<file path="src/rtl/cover_toggle_drain.sv">
// cover_toggle_drain
//   Consuming end of a per-bit toggle cover interface. Samples a WIDTH-bit
//   strobe vector every cycle, keeps a sticky hit bitmap, and reports each
//   newly hit point exactly once as a global cover index on a valid/ready
//   stream, lowest pending bit first.
//
// Ports
//   clock      sole clock, rising edge
//   reset      asynchronous, active-high; clears all state
//   enable     when low, valid is ignored (draining continues)
//   valid      per-point hit strobes
//   clear      synchronous clear of bitmap, pending set and count
//   out_valid  a pending newly-hit index is presented
//   out_ready  consumer accepts out_index this cycle
//   out_index  COVER_INDEX + lowest pending bit position
//   hit_count  distinct points hit since reset/clear
//   all_hit    every point has been hit
//   drained    all_hit and nothing left to report
module cover_toggle_drain #(
    parameter int unsigned WIDTH       = 35,
    parameter int unsigned COVER_INDEX = 0,
    parameter int unsigned COVER_TOTAL = 8744,
    parameter int unsigned IDX_W       = 32,
    parameter int unsigned CNT_W       = $clog2(WIDTH + 1)
) (
    input  logic             clock,
    input  logic             reset,
    input  logic             enable,
    input  logic [WIDTH-1:0] valid,
    input  logic             clear,
    output logic             out_valid,
    input  logic             out_ready,
    output logic [IDX_W-1:0] out_index,
    output logic [CNT_W-1:0] hit_count,
    output logic             all_hit,
    output logic             drained
);

    if (COVER_INDEX + WIDTH > COVER_TOTAL) begin : g_range_check
        $error("cover_toggle_drain: COVER_INDEX + WIDTH exceeds COVER_TOTAL");
    end

    logic [WIDTH-1:0] hit_map_q, hit_map_d;
    logic [WIDTH-1:0] pending_q, pending_d;
    logic [CNT_W-1:0] hit_count_q, hit_count_d;

    logic [WIDTH-1:0] new_hits;
    logic [WIDTH-1:0] grant;
    logic [WIDTH-1:0] low_onehot;
    logic [IDX_W-1:0] low_idx;
    logic             low_found;
    logic [CNT_W-1:0] new_count;

    // Lowest set pending bit: position and one-hot.
    always_comb begin
        low_idx    = '0;
        low_onehot = '0;
        low_found  = 1'b0;
        for (int unsigned i = 0; i < WIDTH; i++) begin
            if (pending_q[i] && !low_found) begin
                low_found     = 1'b1;
                low_idx       = IDX_W'(i);
                low_onehot[i] = 1'b1;
            end
        end
    end

    // New hits are disjoint from hit_map, so the count can never pass WIDTH.
    always_comb begin
        new_hits  = valid & ~hit_map_q & {WIDTH{enable}};
        new_count = '0;
        for (int unsigned i = 0; i < WIDTH; i++) begin
            new_count = new_count + CNT_W'(new_hits[i]);
        end
    end

    always_comb begin
        grant = (low_found && out_ready) ? low_onehot : '0;
        if (clear) begin
            hit_map_d   = '0;
            pending_d   = '0;
            hit_count_d = '0;
        end else begin
            hit_map_d   = hit_map_q | new_hits;
            pending_d   = (pending_q & ~grant) | new_hits;
            hit_count_d = hit_count_q + new_count;
        end
    end

    always_ff @(posedge clock or posedge reset) begin
        if (reset) begin
            hit_map_q   <= '0;
            pending_q   <= '0;
            hit_count_q <= '0;
        end else begin
            hit_map_q   <= hit_map_d;
            pending_q   <= pending_d;
            hit_count_q <= hit_count_d;
        end
    end

    assign out_valid = |pending_q;
    assign out_index = IDX_W'(COVER_INDEX) + low_idx;
    assign hit_count = hit_count_q;
    assign all_hit   = (hit_count_q == CNT_W'(WIDTH));
    assign drained   = all_hit && !out_valid;

endmodule

</file>
<file path="config.mk">
export PLATFORM = sky130hd
export DESIGN_NAME = cover_toggle_drain
export DESIGN_NICKNAME = d
export VERILOG_FILES = /design/src/rtl/cover_toggle_drain.sv
export SDC_FILE = /design/constraint.sdc
export NUM_CORES = 1
export LEC_CHECK = 0
export ABC_CLOCK_PERIOD_IN_PS = 13000
export CAP_MARGIN = 10
export CORE_MARGIN = 4
export CORE_UTILIZATION = 45
export CTS_CLUSTER_DIAMETER = 60
export DETAILED_ROUTE_END_ITERATION = 12
export GPL_TIMING_DRIVEN = 0
export PLACE_DENSITY_LB_ADDON = 0.15
export SYNTH_ARGS = -nofsm -noshare
export SYNTH_HDL_FRONTEND = slang
export SYNTH_SLANG_ARGS = --single-unit
</file>
<file path="constraint.sdc">
create_clock -name clock -period 13 [get_ports clock]
set_input_delay 3.9 -clock clock [delete_from_list [all_inputs] [get_ports clock]]
set_output_delay 3.9 -clock clock [all_outputs]
set_load 0.1 [all_outputs]
</file>
# Word level (Yosys, flattened, before mapping)
# Index checks and enable logic that the tools add are counted.
# classes
eq_ne,1
bitwise_logic,7
mux,107
add_sub_neg,35
n_reduce_logical,72
# op_table
operator,count
$mux 32,33
$add 6x1->6,29
$and 35x35->35,3
$mux 35,3
$mux 1,70
$not 35->35,2
$or 35x35->35,2
$logic_and 1x1->1,36
$logic_not 1->1,35
$reduce_or 35->1,1
$add 5x1->6,1
$add 6x6->6,1
$eq 6x6->1 const B,1
$mux 6,1
$add 4x1->5,1
$add 3x1->4,1
$add 2x1->3,1
$add 1x1->2,1
# totals
inputBits,40
reg_bits,76
output_inout_bits,41
elab_cells,225

# Depth between registers and ports, before layout
# Gate-level depths: netlist of the first run.
# logic_depth
ltp_word,109
mapped_depth,21
ltp_nobuf,19

# Worst setup path before layout of the first run
# OpenSTA, ideal clock, no wires.
# synth_path
path_kind,input port to flip-flop
start,input enable
end,register hit_count_q[4] (netlist: hit_count[4])
t_required_ns,12.868
cell_stages,19
setup_ns,0.132
path_buffers,3
arrival_time_ns,9.238
path_slack_ns,3.630
path_cell_list,clkbuf_1 > clkbuf_1 > buf_1 > nand3b_1 > fa_1 > fa_1 > inv_1 > fa_1 > inv_1 > fa_1 > fa_1 > fa_1 > inv_1 > ha_1 > fa_1 > a21o_1 > a21oi_1 > xor2_1 > nor2_1
# synth_between
elab_chain_cells,37
# synth_lines
item,line_no,rtl
"start, declared",28,"input logic enable,"
$and 35x35->35 (*),70,new_hits = valid & ~hit_map_q & {WIDTH{enable}};
$add 1x1->2,73,new_count = new_count + CNT_W'(new_hits[i]);
$add 2x1->3,73,
$add 3x1->4,73,
$add 4x1->5,73,
$add 5x1->6,73,
$add 6x1->6 (28 in a row),73,
$add 6x1->6 (*),73,
$add 6x6->6 (*),86,hit_count_d = hit_count_q + new_count;
$mux 6 (*),79,if (clear) begin
via hit_count_d[4],45,"logic [CNT_W-1:0] hit_count_q, hit_count_d;"
"end signal, assigned",98,hit_count_q <= hit_count_d;
"end, declared",45,
# The timed path passes the listed nets; every way through them passes the cells marked *.

# Worst setup path in the final report of the first run
# Ends and elaborated chain as after synthesis.

==> results.toml, run 1 <==
[finish]
finalNetCount = 704
fin_area_um2 = 5890
drive_above_1_share_pct = 9.58
nFillCells = 959
diodes = 0
seqCellArea_um2 = 1900
utilization_pct = 56.5
syn_to_final_growth_pct = 20.9
multiInputGateArea_um2 = 2580

[worst_setup_path]
cp.required_ns = 13.22
path_class = "in -> reg"
crit_chain = "clkbuf_1, clkbuf_1, buf_1, nand3b_1, fa_1, fa_1, inv_1, fa_1, inv_1, fa_1, fa_1, fa_1, inv_1, ha_1, fa_1, a21o_1, a21oi_1, xor2_1, nor2_1"
cp_max_fo = 10
path_delay_family = "adder cells"
critPathSlowestCell = "fa_1"
end_kind = "flip-flop"
timing.critical_path.mode_cell = "fa_1"
worst-path-buf-inv = 6
cp_slowest_stage_delay_ns = 0.57
crit_path_start_kind = "input port"
arrival_ns = 9.98

[timing]
setup_ws_ns = 3.24
worst_pin_slew_ns = 0.975
hold_viol = 0
skew_ns = 0.00944
maxSlewHeadroom_pct = 34.8
maxSlewViolCount = 0
setup_tns_ns = 0
max_freq_mhz = 102
fin_crit_sh_pct = 75.1
setup_viol = 0
rsz0062_at_grt = "no"
fin_crit_ns = 9.76

[place]
portBuffers = 53
finalWeightedCongestion = 0.866
placed_area_um2 = 5690
dp_slack_ns = 2.83
dp_hpwl_um = 9680

[grt]
antenna_found_initial = 0
grt_use_total_pct = 20.5
grt_pass1_vias = 4046
grt_max_degree = 58
grt_pass1_wl_um = 20600
grt.overflow.total = 0

[pwr]
cellLeakagePower_nw = 2.76
irDropWorstVdd_v = 0.000166
p_per_area_nw_per_um2 = 177
p_total_w = 0.00104

[drt]
wl_met2_um = 5850
top_layer = "met4"
route.detailed.drc = 0
ant_nets = 0
wl_per_cell_um = 16.2
first_pass_iters = 5
wirelength_um = 12400
vias_per_cell = 5.31
wl_met3_um = 725
m1WireLength_um = 5610
num_vias = 4049
drtIter0Drc = 175

[synth]
synth.most_common_cell = "nor2_1"
synth_flop_cell = "dfrtp_1"
yosys-top-cells-area = "dfrtp_1 (39%), fa_1 (12%), a21oi_1 (7.2%)"
ys_ff_latch = 76
ys_warn_count = 0
synth_top_area_share_pct = 39.1
synth_area_per_cell_um2 = 9.17
synthArstFlopShare_pct = 100
seq_area_frac_synth_pct = 39.1
synth_cell_types = 49
netlist_instances = 531
synth_area_um2 = 4870
yosys.area.top_type = "dfrtp_1"
yosys-top-cells-count = "nor2_1 (77), dfrtp_1 (76), a21oi_1 (70)"
synth-edff-count = 0

[floorplan]
core_um2 = 10400
die_x_um = 112
die_area_um2 = 12500
fp.dieH_um = 112
boundaryPins = 81
start_util_pct = 46.7
core.rowCount = 37

[clocking]
ctsHoldBuffers = 0
cts.sinks = 76
cts_tree = "built"
cts_root_buf = "clkbuf_8"
htree_levels = 3
cts_setup_buffers = 0
cts_made_buffers = 9
clkTransAtPathRegs_ns = 0.08
insertion_delay_ns = 0.36
clockBufferDepth = 2
cts_resized = 0

[run]
cap_violations = 0

[run_status]
status = "complete, no violations"

[min_path]
min_path_type = "reg -> reg"
-- final timing paths --
check                      slack (ns)                       to                    start  depth (start not counted)
setup / recovery                 3.24   hit_count[4]$_DFF_PP0_                   enable                         19
hold / removal                   0.49   hit_map_q[9]$_DFF_PP0_   hit_map_q[9]$_DFF_PP0_                          2
setup reg to reg                 7.58   hit_count[4]$_DFF_PP0_  hit_map_q[22]$_DFF_PP0_                         16
hold reg to reg                  0.49   hit_map_q[9]$_DFF_PP0_   hit_map_q[9]$_DFF_PP0_                          2
max in group asynchronous        8.59  pending_q[11]$_DFF_PP0_                    reset                          3
min in group asynchronous        3.85   hit_map_q[1]$_DFF_PP0_                    reset                          2
-- power by group --
group	internal, W	switching (W)
Clock	0.0000939	0.0000907
Sequential	0.000261	0.0000194
Combinational	0.000224	0.000356
-- layer usage --
layer  global-route usage, %  vias to the layer above
met1                    28.3                     1989
met2                    32.9                      116
met5                       0                        -
met3                    4.15                       16
met4                    6.09                        0
li1                        -                     1928
-- cell usage in the layout, fill, tap and decap left out, types with 5 or more instances in the layout --
cell / n
a211oi_1: 10
nor3_1: 13
nor2b_1: 7
o31ai_1: 12
fa_1: 29
nor4_1: 6
dfrtp_1: 76
inv_1: 52
clkbuf_1: 15
clkbuf_8: 10
nand2_1: 30
or2_2: 9
nor2_1: 77
conb_1: 26
nand3b_1: 15
a21oi_1: 70
o21ai_0: 8
clkdlybuf4s50_1: 53
buf_4: 26
o41ai_1: 5
ha_1: 14
-- final cells by class --
cell class	instances	share of cell area [%]
multi-input cells	382	43.8
flip-flops and latches	76	32.3
repair buffers	54	9.48
plain buffers	45	4.78
inverters	53	3.42
well taps	136	2.89
clock buffers	12	2.47
clock inverters	4	0.829
-- cells by family (layout without fill, tap and decap cells) --
logic type | Yosys count | count (layout) | synth area share [%]
buf+inv | 98 | 168 | 9.87
simple gates | 183 | 183 | 18.8
flops | 76 | 76 | 39.1
compound gates | 124 | 124 | 15.5
xor+xnor | 6 | 6 | 1.08
fa+ha+maj | 43 | 43 | 15.5
other cells | 1 | 26 | 0.0770
-- per-stage QoR --
stage               std cells  hold WS (ns)
floorplan                 556         0.454
global placement          745         0.468
detailed placement        746         0.476
CTS                       762         0.495
global route              762         0.525
finish                    762         0.487
-- registers in the layout, summed over array words and instances (netlist names) --
name	flops
pending_q	35
hit_count	6
hit_map_q	35
-- worst reg2reg max path, delay by kind of cell (launching register included) --
family          cells  cell delay [ns]
fa+ha+maj           8             3.92
flops               1             0.38
compound gates      2             0.35
simple gates        2             0.29
buf+inv             3             0.17
xor+xnor            1             0.16
No activity file was read; power rests on OpenSTA's default activity.
==> inputs of run 2 (changes only) <==
--- a/config.mk
+++ b/config.mk
@@ -5,7 +5,7 @@
 export SDC_FILE = /design/constraint.sdc
 export NUM_CORES = 1
 export LEC_CHECK = 0
-export ABC_CLOCK_PERIOD_IN_PS = 13000
+export ABC_CLOCK_PERIOD_IN_PS = 8900
 export CAP_MARGIN = 10
 export CORE_MARGIN = 4
 export CORE_UTILIZATION = 45
==> constraint.sdc (replaced) <==
create_clock -name clock -period 8.9 [get_ports clock]
set_input_delay 2.67 -clock clock [delete_from_list [all_inputs] [get_ports clock]]
set_output_delay 2.67 -clock clock [all_outputs]
set_load 0.1 [all_outputs]
==> run 2 against run 1 <==
Flip-flop and latch count unchanged. Sequential power grew 46%. Setup slack got worse by 2.7 ns. Wire length about the same. Design area hardly changed. Clock skew about the same. Critical endpoint unchanged.
==> results.toml, run 2 (synthesis gave the netlist of run 1 again) <==
[drt]
drtIter0Drc = 176
route.detailed.drc = 0
ant_nets = 0
num_vias = 4050
first_pass_iters = 5
vias_per_cell = 5.31
wl_per_cell_um = 16.2
wirelength_um = 12400

[timing]
max_freq_mhz = 119
worst_pin_slew_ns = 0.975
maxSlewHeadroom_pct = 34.8
rsz0062_at_grt = "no"
setup_viol = 0
setup_ws_ns = 0.519
hold_viol = 0
maxSlewViolCount = 0
fin_crit_sh_pct = 94.2
fin_crit_ns = 8.38
skew_ns = 0.00935

[floorplan]
core.rowCount = 37
die_x_um = 112
core_um2 = 10400
die_area_um2 = 12500
start_util_pct = 46.7
boundaryPins = 81
fp.dieH_um = 112

[pwr]
irDropWorstVdd_v = 0.000242
p_total_w = 0.00152
cellLeakagePower_nw = 2.77
p_per_area_nw_per_um2 = 259

[grt]
grt.overflow.total = 0
grt_pass1_wl_um = 20600
grt_max_degree = 58
grt_pass1_vias = 4046
grt_use_total_pct = 20.5
antenna_found_initial = 0

[place]
dp_cells = 746
finalWeightedCongestion = 0.866
dp_hpwl_um = 9680
dp_slack_ns = -0.0370
portBuffers = 53

[min_path]
hold_depth = 2
min_path_type = "reg -> reg"

[worst_setup_path]
cp.required_ns = 9.12
cp_max_fo = 10
crit_path_start_kind = "input port"
path_class = "in -> reg"
arrival_ns = 8.60
end_kind = "flip-flop"
rr_worst_depth = 16

[clocking]
insertion_delay_ns = 0.35
clkTransAtPathRegs_ns = 0.08
cts_setup_buffers = 0
cts_tree = "built"
cts_root_buf = "clkbuf_8"
cts_resized = 0
clockBufferDepth = 2
ctsHoldBuffers = 0
cts_made_buffers = 9
cts.sinks = 76
htree_levels = 3

[run]
cap_violations = 0

[finish]
stdcell_count = 762
final_common_cell = "nor2_1"
drive_above_1_share_pct = 9.74
diodes = 0
finalNetCount = 704
final_cell_mix = "nor2_1 (77), dfrtp_1 (76), a21oi_1 (70), clkdlybuf4s50_1 (53), inv_1 (52)"
syn_to_final_growth_pct = 20.9

[run_status]
status = "complete, no violations"
==> run 2: path summary, 6_finish.rpt <==
path / endpoint / start / slack (ns)
min in group asynchronous: hit_map_q[1]$_DFF_PP0_ / reset / 2.62
min: hit_map_q[9]$_DFF_PP0_ / hit_map_q[9]$_DFF_PP0_ / 0.49
max in group asynchronous: pending_q[11]$_DFF_PP0_ / reset / 5.72
min reg2reg: hit_map_q[9]$_DFF_PP0_ / hit_map_q[9]$_DFF_PP0_ / 0.49
max reg2reg: hit_count[4]$_DFF_PP0_ / hit_map_q[22]$_DFF_PP0_ / 3.48
max: hit_count[4]$_DFF_PP0_ / enable / 0.52
==> run 2: layout make-up <==
cell class              instances  area (µm²)
plain buffers                  45         283
repair buffers                 54         558
inverters                      53         201
clock inverters                 4        48.8
flip-flops and latches         76        1900
multi-input cells             382        2580
well taps                     136         170
fillers                       959        4530
clock buffers                  12         145
==> run 2: power by group <==
group	internal, W	switching [W]
logic	0.000327	0.000520
registers	0.000381	0.0000283
clock network	0.000137	0.000132
total	0.000845	0.000680
==> run 2: layer usage <==
| layer | track usage [%] | wire length [µm] | up-vias |
|---|---|---|---|
| met2 | 32.9 | 5870 | 117 |
| met3 | 4.15 | 745 | 18 |
| met1 | 28.3 | 5570 | 1990 |
| met5 | 0 | 0 | - |
| met4 | 6.09 | 190 | 0 |
| li1 | - | - | 1925 |
==> run 2: per-stage QoR <==
step	hold WS, ns	area, µm²	setup TNS [ns]	utilization (%)
after detailed placement	0.476	5690	-0.0370	54.7
final	0.487	5890	0	56.5
after global placement	0.468	5660	0	54.4
after global routing	0.525	5890	0	56.5
after floorplan	0.454	4960	0	-
after CTS	0.495	5890	0	56.5
==> run 2: critical path: stages <==
cell and delay, ns:
clkbuf_1 0.27, clkbuf_2 0.32, buf_1 0.42, nand3b_1 0.24, fa_1 0.55, fa_1 0.56, inv_1 0.06, fa_1 0.54
inv_1 0.06, fa_1 0.56, fa_1 0.45, fa_1 0.57, inv_1 0.05, ha_1 0.22, fa_1 0.47, a21o_1 0.18
a21oi_1 0.17, xor2_1 0.16, nor2_1 0.06
